### config.mk
export PLATFORM = sky130hd
export DESIGN_NAME = fp_add_arbiter_flat
export DESIGN_NICKNAME = d
export VERILOG_FILES = /design/src/rtl/fp_add_arbiter_pkg.sv /design/src/rtl/fp_add_arbiter_if.sv /design/src/rtl/fp_add_arbiter.sv /design/src/flat_wrapper.sv
export SDC_FILE = /design/constraint.sdc
export NUM_CORES = 1
export LEC_CHECK = 0
export BUFFER_PORTS_ARGS = -buffer_cell sky130_fd_sc_hd__buf_2
export CORE_MARGIN = 4
export CORE_UTILIZATION = 30
export CTS_BUF_LIST = sky130_fd_sc_hd__clkbuf_8 sky130_fd_sc_hd__clkbuf_16
export DETAILED_ROUTE_END_ITERATION = 8
export PLACE_DENSITY = 0.69
export SETUP_SLACK_MARGIN = 0.2
export SKIP_LAST_GASP = 1
export SYNTH_ARGS = -nofsm -noshare
export SYNTH_HDL_FRONTEND = slang
export SYNTH_SLANG_ARGS = --single-unit
### constraint.sdc
create_clock -name clk -period 1.35 [get_ports clk]
set_input_delay 0.2025 -clock clk [delete_from_list [all_inputs] [get_ports clk]]
set_output_delay 0.2025 -clock clk [all_outputs]
set_load 0.01 [all_outputs]
### src/rtl/fp_add_arbiter_pkg.sv
// Shared types for the fp_add arbiter: FP add argument bundle, op ids,
// the registered request record and the grant encoding.
package fp_add_arbiter_pkg;

   typedef struct packed {
      int unsigned fp_width;
      int unsigned id_width;
   } cpu_config_t;

   localparam cpu_config_t EXAMPLE_CONFIG = '{fp_width: 32, id_width: 4};

   localparam int FP_WIDTH   = int'(EXAMPLE_CONFIG.fp_width);
   localparam int ID_WIDTH   = int'(EXAMPLE_CONFIG.id_width);
   localparam int EXPO_WIDTH = 8;

   typedef logic [ID_WIDTH-1:0] id_t;

   // Pre-decoded operands; expo_diff/swap are computed upstream and only routed here
   typedef struct packed {
      logic [FP_WIDTH-1:0]   rs1;
      logic [FP_WIDTH-1:0]   rs2;
      logic [EXPO_WIDTH:0]   expo_diff;
      logic                  swap;
      logic                  subtract;
      logic [2:0]            rm;
   } fp_add_inputs_t;

   typedef struct packed {
      id_t            id;
      fp_add_inputs_t args;
      logic           fma;
   } fp_add_arb_req_t;

   typedef enum logic [1:0] {
      GRANT_NONE,
      GRANT_ISSUE,
      GRANT_FMA
   } grant_t;

endpackage

### src/rtl/fp_add_arbiter_if.sv
// Bundles the issue, FMA-continuation and fp_add request channels of the arbiter.
// The arbiter uses the slave modport; the surrounding pipeline uses master.
interface fp_add_arbiter_if;
   import fp_add_arbiter_pkg::*;

   logic           issue_possible;
   logic           issue_new_request;
   id_t            issue_id;
   fp_add_inputs_t issue_args;
   logic           issue_ready;

   logic           fma_valid;
   id_t            fma_id;
   fp_add_inputs_t fma_args;
   logic           fma_ready;

   logic           out_valid;
   id_t            out_id;
   fp_add_inputs_t out_args;
   logic           out_fma;
   logic           out_ready;

   modport slave (
      input  issue_possible, issue_new_request, issue_id, issue_args,
      output issue_ready,
      input  fma_valid, fma_id, fma_args,
      output fma_ready,
      output out_valid, out_id, out_args, out_fma,
      input  out_ready
   );

   modport master (
      output issue_possible, issue_new_request, issue_id, issue_args,
      input  issue_ready,
      output fma_valid, fma_id, fma_args,
      input  fma_ready,
      input  out_valid, out_id, out_args, out_fma,
      output out_ready
   );

endinterface

### src/rtl/fp_add_arbiter.sv
// Shares one fp_add datapath between issued add/sub ops and FMA continuations.
// FMA wins by default; a starvation counter hands priority to issue after STARVE_LIMIT FMA grants.
module fp_add_arbiter
   import fp_add_arbiter_pkg::*;
#(
   parameter cpu_config_t CONFIG       = EXAMPLE_CONFIG,
   parameter int          STARVE_LIMIT = 4
)(
   input logic             clk,
   input logic             rst,
   fp_add_arbiter_if.slave bus
);

   localparam int CNT_W = $clog2(STARVE_LIMIT + 1);
   localparam logic [CNT_W-1:0] LIMIT = CNT_W'(STARVE_LIMIT);

   if (int'(CONFIG.fp_width) != FP_WIDTH || int'(CONFIG.id_width) != ID_WIDTH) begin : g_bad_config
      $error("fp_add_arbiter: CONFIG widths do not match the package types");
   end
   if (STARVE_LIMIT < 1) begin : g_bad_limit
      $error("fp_add_arbiter: STARVE_LIMIT must be at least 1");
   end

   logic            out_valid_r;
   fp_add_arb_req_t out_req;
   fp_add_arb_req_t next_req;
   logic [CNT_W-1:0] starve_cnt;

   logic   advance;
   logic   override;
   logic   issue_ready_c;
   logic   fma_ready_c;
   grant_t grant;

   // Readies never look at issue_new_request except fma_ready, which only yields to an actual issue
   always_comb begin
      advance       = ~out_valid_r | bus.out_ready;
      override      = (starve_cnt == LIMIT);
      issue_ready_c = advance & (~bus.fma_valid | override);
      fma_ready_c   = advance & ~(override & bus.issue_new_request);
      grant         = GRANT_NONE;
      next_req      = out_req;
      if (bus.issue_new_request) begin
         grant         = GRANT_ISSUE;
         next_req.id   = bus.issue_id;
         next_req.args = bus.issue_args;
         next_req.fma  = 1'b0;
      end else if (bus.fma_valid && fma_ready_c) begin
         grant         = GRANT_FMA;
         next_req.id   = bus.fma_id;
         next_req.args = bus.fma_args;
         next_req.fma  = 1'b1;
      end
   end

   always_ff @(posedge clk) begin
      if (rst) begin
         out_valid_r <= 1'b0;
         out_req     <= '0;
      end else if (advance) begin
         out_valid_r <= (grant != GRANT_NONE);
         out_req     <= next_req;
      end
   end

   // Clearing wins over counting; the count saturates so override persists until issue gets in
   always_ff @(posedge clk) begin
      if (rst) begin
         starve_cnt <= '0;
      end else if (grant == GRANT_ISSUE || !bus.issue_possible) begin
         starve_cnt <= '0;
      end else if (grant == GRANT_FMA && !override) begin
         starve_cnt <= starve_cnt + CNT_W'(1);
      end
   end

   assign bus.issue_ready = issue_ready_c;
   assign bus.fma_ready   = fma_ready_c;
   assign bus.out_valid   = out_valid_r;
   assign bus.out_id      = out_req.id;
   assign bus.out_args    = out_req.args;
   assign bus.out_fma     = out_req.fma;

   a_issue_only_when_ready: assert property (
      @(posedge clk) disable iff (rst) bus.issue_new_request |-> issue_ready_c);

   a_hold_stable: assert property (
      @(posedge clk) disable iff (rst)
      (out_valid_r && !bus.out_ready) |=> (out_valid_r && $stable(out_req)));

endmodule
### src/flat_wrapper.sv
// flat-port wrapper written by rule: the top's interface ports become plain ports
module fp_add_arbiter_flat import fp_add_arbiter_pkg::*;
#(
   parameter cpu_config_t CONFIG       = EXAMPLE_CONFIG,
   parameter int          STARVE_LIMIT = 4
)
  (clk, rst, bus_issue_possible, bus_issue_new_request, bus_issue_id, bus_issue_args, bus_issue_ready, bus_fma_valid, bus_fma_id, bus_fma_args, bus_fma_ready, bus_out_valid, bus_out_id, bus_out_args, bus_out_fma, bus_out_ready);
  fp_add_arbiter_if bus_i ();
  input logic clk;
  input logic rst;
  input wire logic [$bits(bus_i.issue_possible)-1:0] bus_issue_possible;
  input wire logic [$bits(bus_i.issue_new_request)-1:0] bus_issue_new_request;
  input wire logic [$bits(bus_i.issue_id)-1:0] bus_issue_id;
  input wire logic [$bits(bus_i.issue_args)-1:0] bus_issue_args;
  output wire logic [$bits(bus_i.issue_ready)-1:0] bus_issue_ready;
  input wire logic [$bits(bus_i.fma_valid)-1:0] bus_fma_valid;
  input wire logic [$bits(bus_i.fma_id)-1:0] bus_fma_id;
  input wire logic [$bits(bus_i.fma_args)-1:0] bus_fma_args;
  output wire logic [$bits(bus_i.fma_ready)-1:0] bus_fma_ready;
  output wire logic [$bits(bus_i.out_valid)-1:0] bus_out_valid;
  output wire logic [$bits(bus_i.out_id)-1:0] bus_out_id;
  output wire logic [$bits(bus_i.out_args)-1:0] bus_out_args;
  output wire logic [$bits(bus_i.out_fma)-1:0] bus_out_fma;
  input wire logic [$bits(bus_i.out_ready)-1:0] bus_out_ready;
  assign bus_i.issue_possible = bus_issue_possible;
  assign bus_i.issue_new_request = bus_issue_new_request;
  assign bus_i.issue_id = bus_issue_id;
  assign bus_i.issue_args = bus_issue_args;
  assign bus_issue_ready = bus_i.issue_ready;
  assign bus_i.fma_valid = bus_fma_valid;
  assign bus_i.fma_id = bus_fma_id;
  assign bus_i.fma_args = bus_fma_args;
  assign bus_fma_ready = bus_i.fma_ready;
  assign bus_out_valid = bus_i.out_valid;
  assign bus_out_id = bus_i.out_id;
  assign bus_out_args = bus_i.out_args;
  assign bus_out_fma = bus_i.out_fma;
  assign bus_i.out_ready = bus_out_ready;
  fp_add_arbiter #(.CONFIG(CONFIG), .STARVE_LIMIT(STARVE_LIMIT)) u_core (.clk(clk), .rst(rst), .bus(bus_i));
endmodule
# Word level (Yosys, flattened, before mapping)
# Cells that the tools add are included.
# totals
register_bits,87
input_bits,170
word_cells,35
# classes
n_addsub,1
n_eq_ne,3
n_mux,4
bitwise,8
n_reduce_logical,9
# ops
operator,count
83-bit two-way mux,2
2-bit two-way mux,2
2-bit nonzero test,2
"3-bit by 1-bit adder with 3-bit output, second input constant",1
1-bit bitwise AND,3
"3-bit equality test, second input constant",1
1-bit NOT,3
"2-bit by 1-bit equality test with 1-bit output, second input constant",1
"2-bit equality test, second input constant",1
1-bit logical AND,2
1-bit zero test,2
1-bit bitwise OR,2
2-bit AND reduction,1
2-bit OR reduction,1
1-bit logical OR,1

# Logic depth before layout (Yosys ltp)
# Gate-level depths: netlist of run 1.
# logic_depth
ltp_word,10
ltp_mapped,6
ltp_nobuf,5

# Worst setup path before layout of run 1
# Ideal clock, no wire load.
# synth_path
kind,reg2reg
start,register u_core.out_valid_r (netlist: u_core.bus.out_valid)
end,"register u_core.out_req, in the netlist u_core.bus.out_args[14]"
setup_ns,0.146
arrival_time_ns,1.085
required_ns,1.204
setup_slack_ns,0.119
path_stages_with_launch,5
path_buffers,1
synth_period_minus_slack_ns,1.231
path_cell_list,dfxtp_1 -> nor2b_1 -> nor2_2 -> buf_2 -> a211oi_2
# synth_via
elab_chain_cells,6
# synth_lines
element,line_no,text
"start, declared",fp_add_arbiter.sv:24,logic out_valid_r;
"start signal, assigned",fp_add_arbiter.sv:61,out_valid_r <= (grant != GRANT_NONE);
1-bit NOT *,fp_add_arbiter.sv:37,advance = ~out_valid_r | bus.out_ready;
1-bit bitwise OR *,fp_add_arbiter.sv:37,
1-bit bitwise AND,fp_add_arbiter.sv:40,fma_ready_c = advance & ~(override & bus.issue_new_request);
1-bit logical AND,fp_add_arbiter.sv:48,end else if (bus.fma_valid && fma_ready_c) begin
2-bit nonzero test (no line),--,
2-bit AND reduction (no line) *,--,
"end signal, assigned",fp_add_arbiter.sv:62,out_req <= next_req;
"end, declared",fp_add_arbiter.sv:25,fp_add_arb_req_t out_req;
# Mark *: on every way between the ends. The rest lies on a longest branch, timed or not.
# A chain may end at the register's enable or synchronous reset.

# Worst setup path in the final report of run 1
# layout_path
start,register u_core.starve_cnt[0]
end,output port bus_issue_ready
# layout_via
elab_chain_cells,3
# layout_lines
element,line_no,text
"start, declared",fp_add_arbiter.sv:27,logic [CNT_W-1:0] starve_cnt;
"start signal, assigned",fp_add_arbiter.sv:73,starve_cnt <= starve_cnt + CNT_W'(1);
3-bit equality test,fp_add_arbiter.sv:38,override = (starve_cnt == LIMIT);
1-bit bitwise OR,fp_add_arbiter.sv:39,issue_ready_c = advance & (~bus.fma_valid | override);
1-bit bitwise AND,fp_add_arbiter.sv:39,
"end, declared",flat_wrapper.sv:15,output wire logic [$bits(bus_i.issue_ready)-1:0] bus_issue_ready;
# Every way passes these cells.

==> flow_summary_export.csv, run 1 <==
group,metric,value,unit
critical_path,path_class,"reg2out",
clock_tree,cts_tree,"built",
grt,grt.total_usage,14.6,%
power,ir_drop,0.000584,V
grt,grt_pass1_wl,21100,um
finish,antenna_cells,0,
detailed_routing,wl_per_cell,16.7,um
critical_path,arrival,1.21,ns
detailed_routing,via_per_inst,4.71,
finish,fin_util,50.3,%
critical_path,cp_max_fo,3,
placement,port_buffers,255,
sta,hold_viol,0,
floorplan,die_x,135,um
finish,mostFrequentLayoutCells,"buf_2, mux2i_1, dfxtp_1, a211oi_2, a21oi_4",
critical_path,critPathLaunchType,"flop",
clock_tree,cts_made_buffers,9,
sta,fin_ws,-0.0618,ns
grt,grt_pass1_vias,4040,
grt,overflow,0,
clock_tree,h-tree-depth,3,
detailed_routing,drc,0,
sta,setup_viol,2,
detailed_routing,vias,4215,
critical_path,cp.required,1.15,ns
finish,n_fill_cell,1443,
critical_path,cp-end-kind,"output port",
synthesis,avgSynthCellArea,11.8,um2
clock_tree,clkTransAtPathRegs,0.06,ns
synthesis,postSynthCellCount,407,
floorplan,start_util,31.1,%
finish,area_growth,61.5,%
sta,whs,0.227,ns
synthesis,syn_nets,579,
sta,slew_violations,0,
floorplan,rows,45,
finish,fin_nets,851,
placement,gp_congestion,0.691,
floorplan,fp.dieH,135,um
detailed_routing,ant_nets,0,
power,power.leakage,3.42,nW
clock_tree,clockRootBuffer,"clkbuf_16",
detailed_routing,dr.pass1.iters,4,
grt,antenna_found_initial,1,
flow_run,cap_violations,0,
finish,mostFrequentLayoutCell,"buf_2",
sta,period_minus_slack,1.41,ns
sta,fin_crit_sh,105,%
floorplan,core,15400,um2
power,power_density,1020,nW/um2
sta,worst_pin_slew,0.457,ns
run_status,outcome,"finished with violations",
floorplan,die_area,18100,um2
sta,rsz0062_at_grt,"yes",
run_status,failed_checks,"setup timing",
placement,dp_hpwl,9450,um
synthesis,ys_ff_latch,87,
floorplan,pin_count,256,
synthesis,synth_cell_types,22,
detailed_routing,drt_iter0_drc,102,
clock_tree,cts.path.max_buffers,2,
synthesis,synth-seq-area-share,36.3,%
hold_path,hold_class,"in2reg",
sta,fmax,708,MHz
synthesis,synth_area,4800,um2
detailed_routing,routed_wl,15000,um
sta,tns,-0.0974,ns
sta,final.setup_skew,0.00782,ns
finish,drive_gt1_share,73.1,%
synthesis,yosysWarnings,0,
clock_tree,holdBufCountCts,0,
clock_tree,clkSinkCount,87,
clock_tree,clk_latency,0.34,ns
grt,grt_max_degree,53,
sta,maxSlewHeadroom,69.5,%
cell usage after synthesis (all sizes together):
| master | n | area, um2 |
|---|---|---|
| nor2b | 1 | 6.26 |
| a211oi | 83 | 1020 |
| dfxtp | 87 | 1740 |
| mux2i | 85 | 851 |
| buf | 40 | 314 |
| nand4 | 1 | 6.26 |
| a31oi | 1 | 6.26 |
| a21oi | 86 | 731 |
| ha | 2 | 25.0 |
| nand2 | 6 | 22.5 |
| nor2 | 2 | 10.0 |
| nand3 | 1 | 5.00 |
| nor3b | 1 | 12.5 |
| nand2b | 2 | 12.5 |
| clkbuf | 6 | 22.5 |
| or2 | 1 | 6.26 |
| inv | 2 | 7.51 |
report_power, final:
part	total (mW)	internal [mW]	switching [mW]
sequential	2.99	2.80	0.190
combinational	2.24	1.17	1.07
clock	2.70	1.67	1.04
per-layer routing:
layer	GRT usage, %	wire length (um)	up-vias
met5	0	7	-
met2	24.4	7310	146
met3	5.44	1170	13
li1	-	-	2103
met1	17.6	6320	1951
met4	4.13	151	2
flip-flops by register name, indices dropped and copies added, names as in the netlist:
| signal | flops |
|---|---|
| u_core.starve_cnt | 3 |
| u_core.bus.out_args | 78 |
| u_core.bus.out_fma | 1 |
| u_core.bus.out_id | 4 |
| u_core.bus.out_valid | 1 |
kinds of logic (layout without fill, tap and decap cells):
| family | after synthesis | count (layout) | share of synthesized area [%] |
|---|---|---|---|
| simple gates | 15 | 15 | 1.69 |
| mux | 85 | 85 | 17.7 |
| flops | 87 | 87 | 36.3 |
| buf+inv | 48 | 325 | 7.16 |
| compound gates | 170 | 170 | 36.7 |
| fa+ha+maj | 2 | 2 | 0.521 |
metrics by stage:
stage | worst slack [ns] | std cells | total power, mW | area, um2
after floorplan | 0.205 | 407 | 4.12 | 4840
after global placement | 0.107 | 842 | 4.76 | 6300
after detailed placement | 0.0639 | 842 | 4.77 | 6300
after CTS | -0.0639 | 880 | 7.72 | 7130
after global routing | -0.130 | 895 | 8.31 | 7760
final | -0.0618 | 895 | 7.94 | 7760
critical path, cell delays in order (launching register included):
cell,delay (ns)
dfxtp_2,0.32
inv_2,0.07
ha_4,0.15
nand2_2,0.06
a21oi_2,0.13
buf_4,0.14
worst paths after layout:
check	end	cells past startpoint	from	slack (ns)
worst max-delay path	bus_issue_ready	5	u_core.starve_cnt[0]	-0.06
worst min-delay path	u_core.bus.out_args[2]	3	bus_fma_args[2]	0.23
worst max register to register	u_core.bus.out_args[42]	7	u_core.bus.out_valid	0.08
worst min register to register	u_core.bus.out_args[11]	2	u_core.bus.out_args[11]	0.50
timing repair:
item / CTS / global route
cloned: 8 / 12
buffers inserted: 14 / 3
pin swaps: 39 / 45
resized for setup: 28 / 56
setup endpoints to repair: 87 / 90
hold endpoints to repair: 0 / 0
cell type report:
type | count | area, um2 | area share, %
Multi-Input combinational cell | 272 | 3100 | 40.0
Tap cell | 211 | 264 | 3.40
Clock inverter | 6 | 85.1 | 1.10
Inverter | 2 | 7.51 | 0.0968
Sequential cell | 87 | 1750 | 22.5
Timing Repair Buffer | 307 | 2310 | 29.8
Clock buffer | 10 | 239 | 3.08
Note: power is estimated with default switching activity, not from simulation.
==> run 2: changes to the inputs <==
==> constraint.sdc (replaced) <==
create_clock -name clk -period 1.35 [get_ports clk]
set_input_delay 0.0675 -clock clk [delete_from_list [all_inputs] [get_ports clk]]
set_output_delay 0.0675 -clock clk [all_outputs]
set_load 0.01 [all_outputs]
==> flow_summary_export.csv, run 2 (same netlist as run 1, synthesis figures left out) <==
group,metric,value,unit
run_status,outcome,"completed",
finish,antenna_cells,0,
grt,grt_util_met3,5.33,%
floorplan,rows,45,
critical_path,cp.required,1.28,ns
sta,final.setup_skew,0.00586,ns
detailed_routing,ant_nets,0,
critical_path,path_class,"reg2out",
sta,hold_viol,0,
clock_tree,h-tree-depth,3,
grt,grt.total_usage,14.0,%
sta,worst_pin_slew,0.389,ns
grt,grt_util_met1,16.1,%
floorplan,die_area,18100,um2
placement,gp_congestion,0.711,
floorplan,die_x,135,um
finish,fin_util,45.1,%
clock_tree,cts_made_buffers,9,
hold_path,min_from,"bus_fma_valid",
finish,mostFrequentLayoutCell,"buf_2",
floorplan,core,15400,um2
finish,seqCellArea,1750,um2
detailed_routing,via_per_inst,4.72,
critical_path,reg2reg_to,"u_core.bus.out_id[2]",
detailed_routing,drc,0,
detailed_routing,wl_per_cell,16.2,um
detailed_routing,drt_iter0_drc,107,
sta,period_minus_slack,1.25,ns
critical_path,cp-end-kind,"output port",
critical_path,critPathLaunchType,"flop",
power,ir_drop,0.000682,V
sta,tns,0,ns
grt,grt-busiest-layer,"met2",
floorplan,pin_count,256,
critical_path,reg2reg_depth,5,
finish,area_growth,44.8,%
finish,multi_input_area,2770,um2
finish,fin_nets,834,
sta,maxSlewHeadroom,74.0,%
grt,grt_pass1_vias,4110,
grt,grt_pass1_wl,20600,um
grt,antenna_found_initial,1,
clock_tree,cts.path.max_buffers,2,
hold_path,min_to,"u_core.starve_cnt[2]",
critical_path,r2r_start,"u_core.bus.out_valid",
grt,met2_usage,24.4,%
critical_path,cp_max_fo,3,
detailed_routing,routed_wl,14200,um
critical_path,rrSetupSlack,0.13,ns
sta,whs,0.0784,ns
finish,largest_reg_flops,78,
hold_path,hold_path_depth,3,
finish,mostFrequentLayoutCells,"buf_2, mux2i_1, dfxtp_1, a211oi_2, a21oi_2",
sta,fin_crit_sh,92.9,%
grt,overflow,0,
finish,n_fill_cell,1486,
clock_tree,clkSinkCount,87,
flow_run,cap_violations,0,
placement,dp_hpwl,9800,um
hold_path,hold_class,"in2reg",
sta,rsz0062_at_grt,"yes",
clock_tree,clk_latency,0.35,ns
placement,port_buffers,255,
sta,fin_ws,0.0958,ns
detailed_routing,dr.pass1.iters,4,
clock_tree,cts_tree,"built",
clock_tree,clkTransAtPathRegs,0.06,ns
clock_tree,clockRootBuffer,"clkbuf_16",
power,power_density,1090,nW/um2
floorplan,fp.dieH,135,um
power,p_total,7.56,mW
detailed_routing,vias,4146,
placement,dp_slack,0.132,ns
sta,setup_viol,0,
grt,grt_max_degree,39,
sta,fmax,797,MHz
finish,drive_gt1_share,72.1,%
critical_path,arrival,1.19,ns
power,power.leakage,3.16,nW
floorplan,start_util,31.1,%
sta,slew_violations,0,
## run 2: routing by layer
metal	share of wire [%]	vias up
li1	-	2046
met1	41	1938
met2	50	146
met3	7.5	14
met4	1.3	2
met5	0.049	-
## run 2: how the worst max path moves through the flow
stage,startpoint,to,slack [ns],cells past startpoint
finish,u_core.starve_cnt[0],bus_fma_ready,0.1,4
global route,u_core.starve_cnt[0],bus_issue_ready,0.03,5
CTS,u_core.starve_cnt[1],bus_issue_ready,0.09,5
detailed placement,u_core.starve_cnt[0],u_core.starve_cnt[1],0.13,5
global placement,u_core.starve_cnt[0],u_core.starve_cnt[0],0.14,5
floorplan,u_core.bus.out_valid,u_core.bus.out_args[14],0.21,6
## run 2: power by group
group / switching, mW / leakage [nW] / internal, mW
sequential: 0.145 / 0.725 / 2.80
clock: 1.04 / 0.162 / 1.66
combinational: 0.963 / 2.28 / 0.946
## run 2: per-stage QoR
step	area (um2)	instances
4_1_cts	6720	867
3_3_place_gp	6360	849
2_1_floorplan	4840	407
6_report	6950	878
5_1_grt	6950	878
3_5_place_dp	6360	849
## run 2: final cells by class
cell class / count / share of cell area (%)
Clock buffer: 10 / 3.44
Clock inverter: 6 / 1.21
Inverter: 2 / 0.108
Multi-Input combinational cell: 272 / 39.8
Sequential cell: 87 / 25.1
Tap cell: 211 / 3.80
Timing Repair Buffer: 290 / 26.5
## run 2: critical path, cell delays in order, from the launching register on
cell	delay (ns)
dfxtp_2	0.34
inv_2	0.05
ha_4	0.16
a31oi_1	0.13
buf_2	0.17
## run 2: timing repair
| action | in CTS | in global routing |
|---|---|---|
| resized for setup | 9 | 8 |
| hold buffers | 0 | 0 |
| buffers inserted | 2 | 3 |
| pin swaps | 3 | 1 |
| gates cloned | 0 | 8 |
| endpoints found under the setup margin | 87 | 70 |
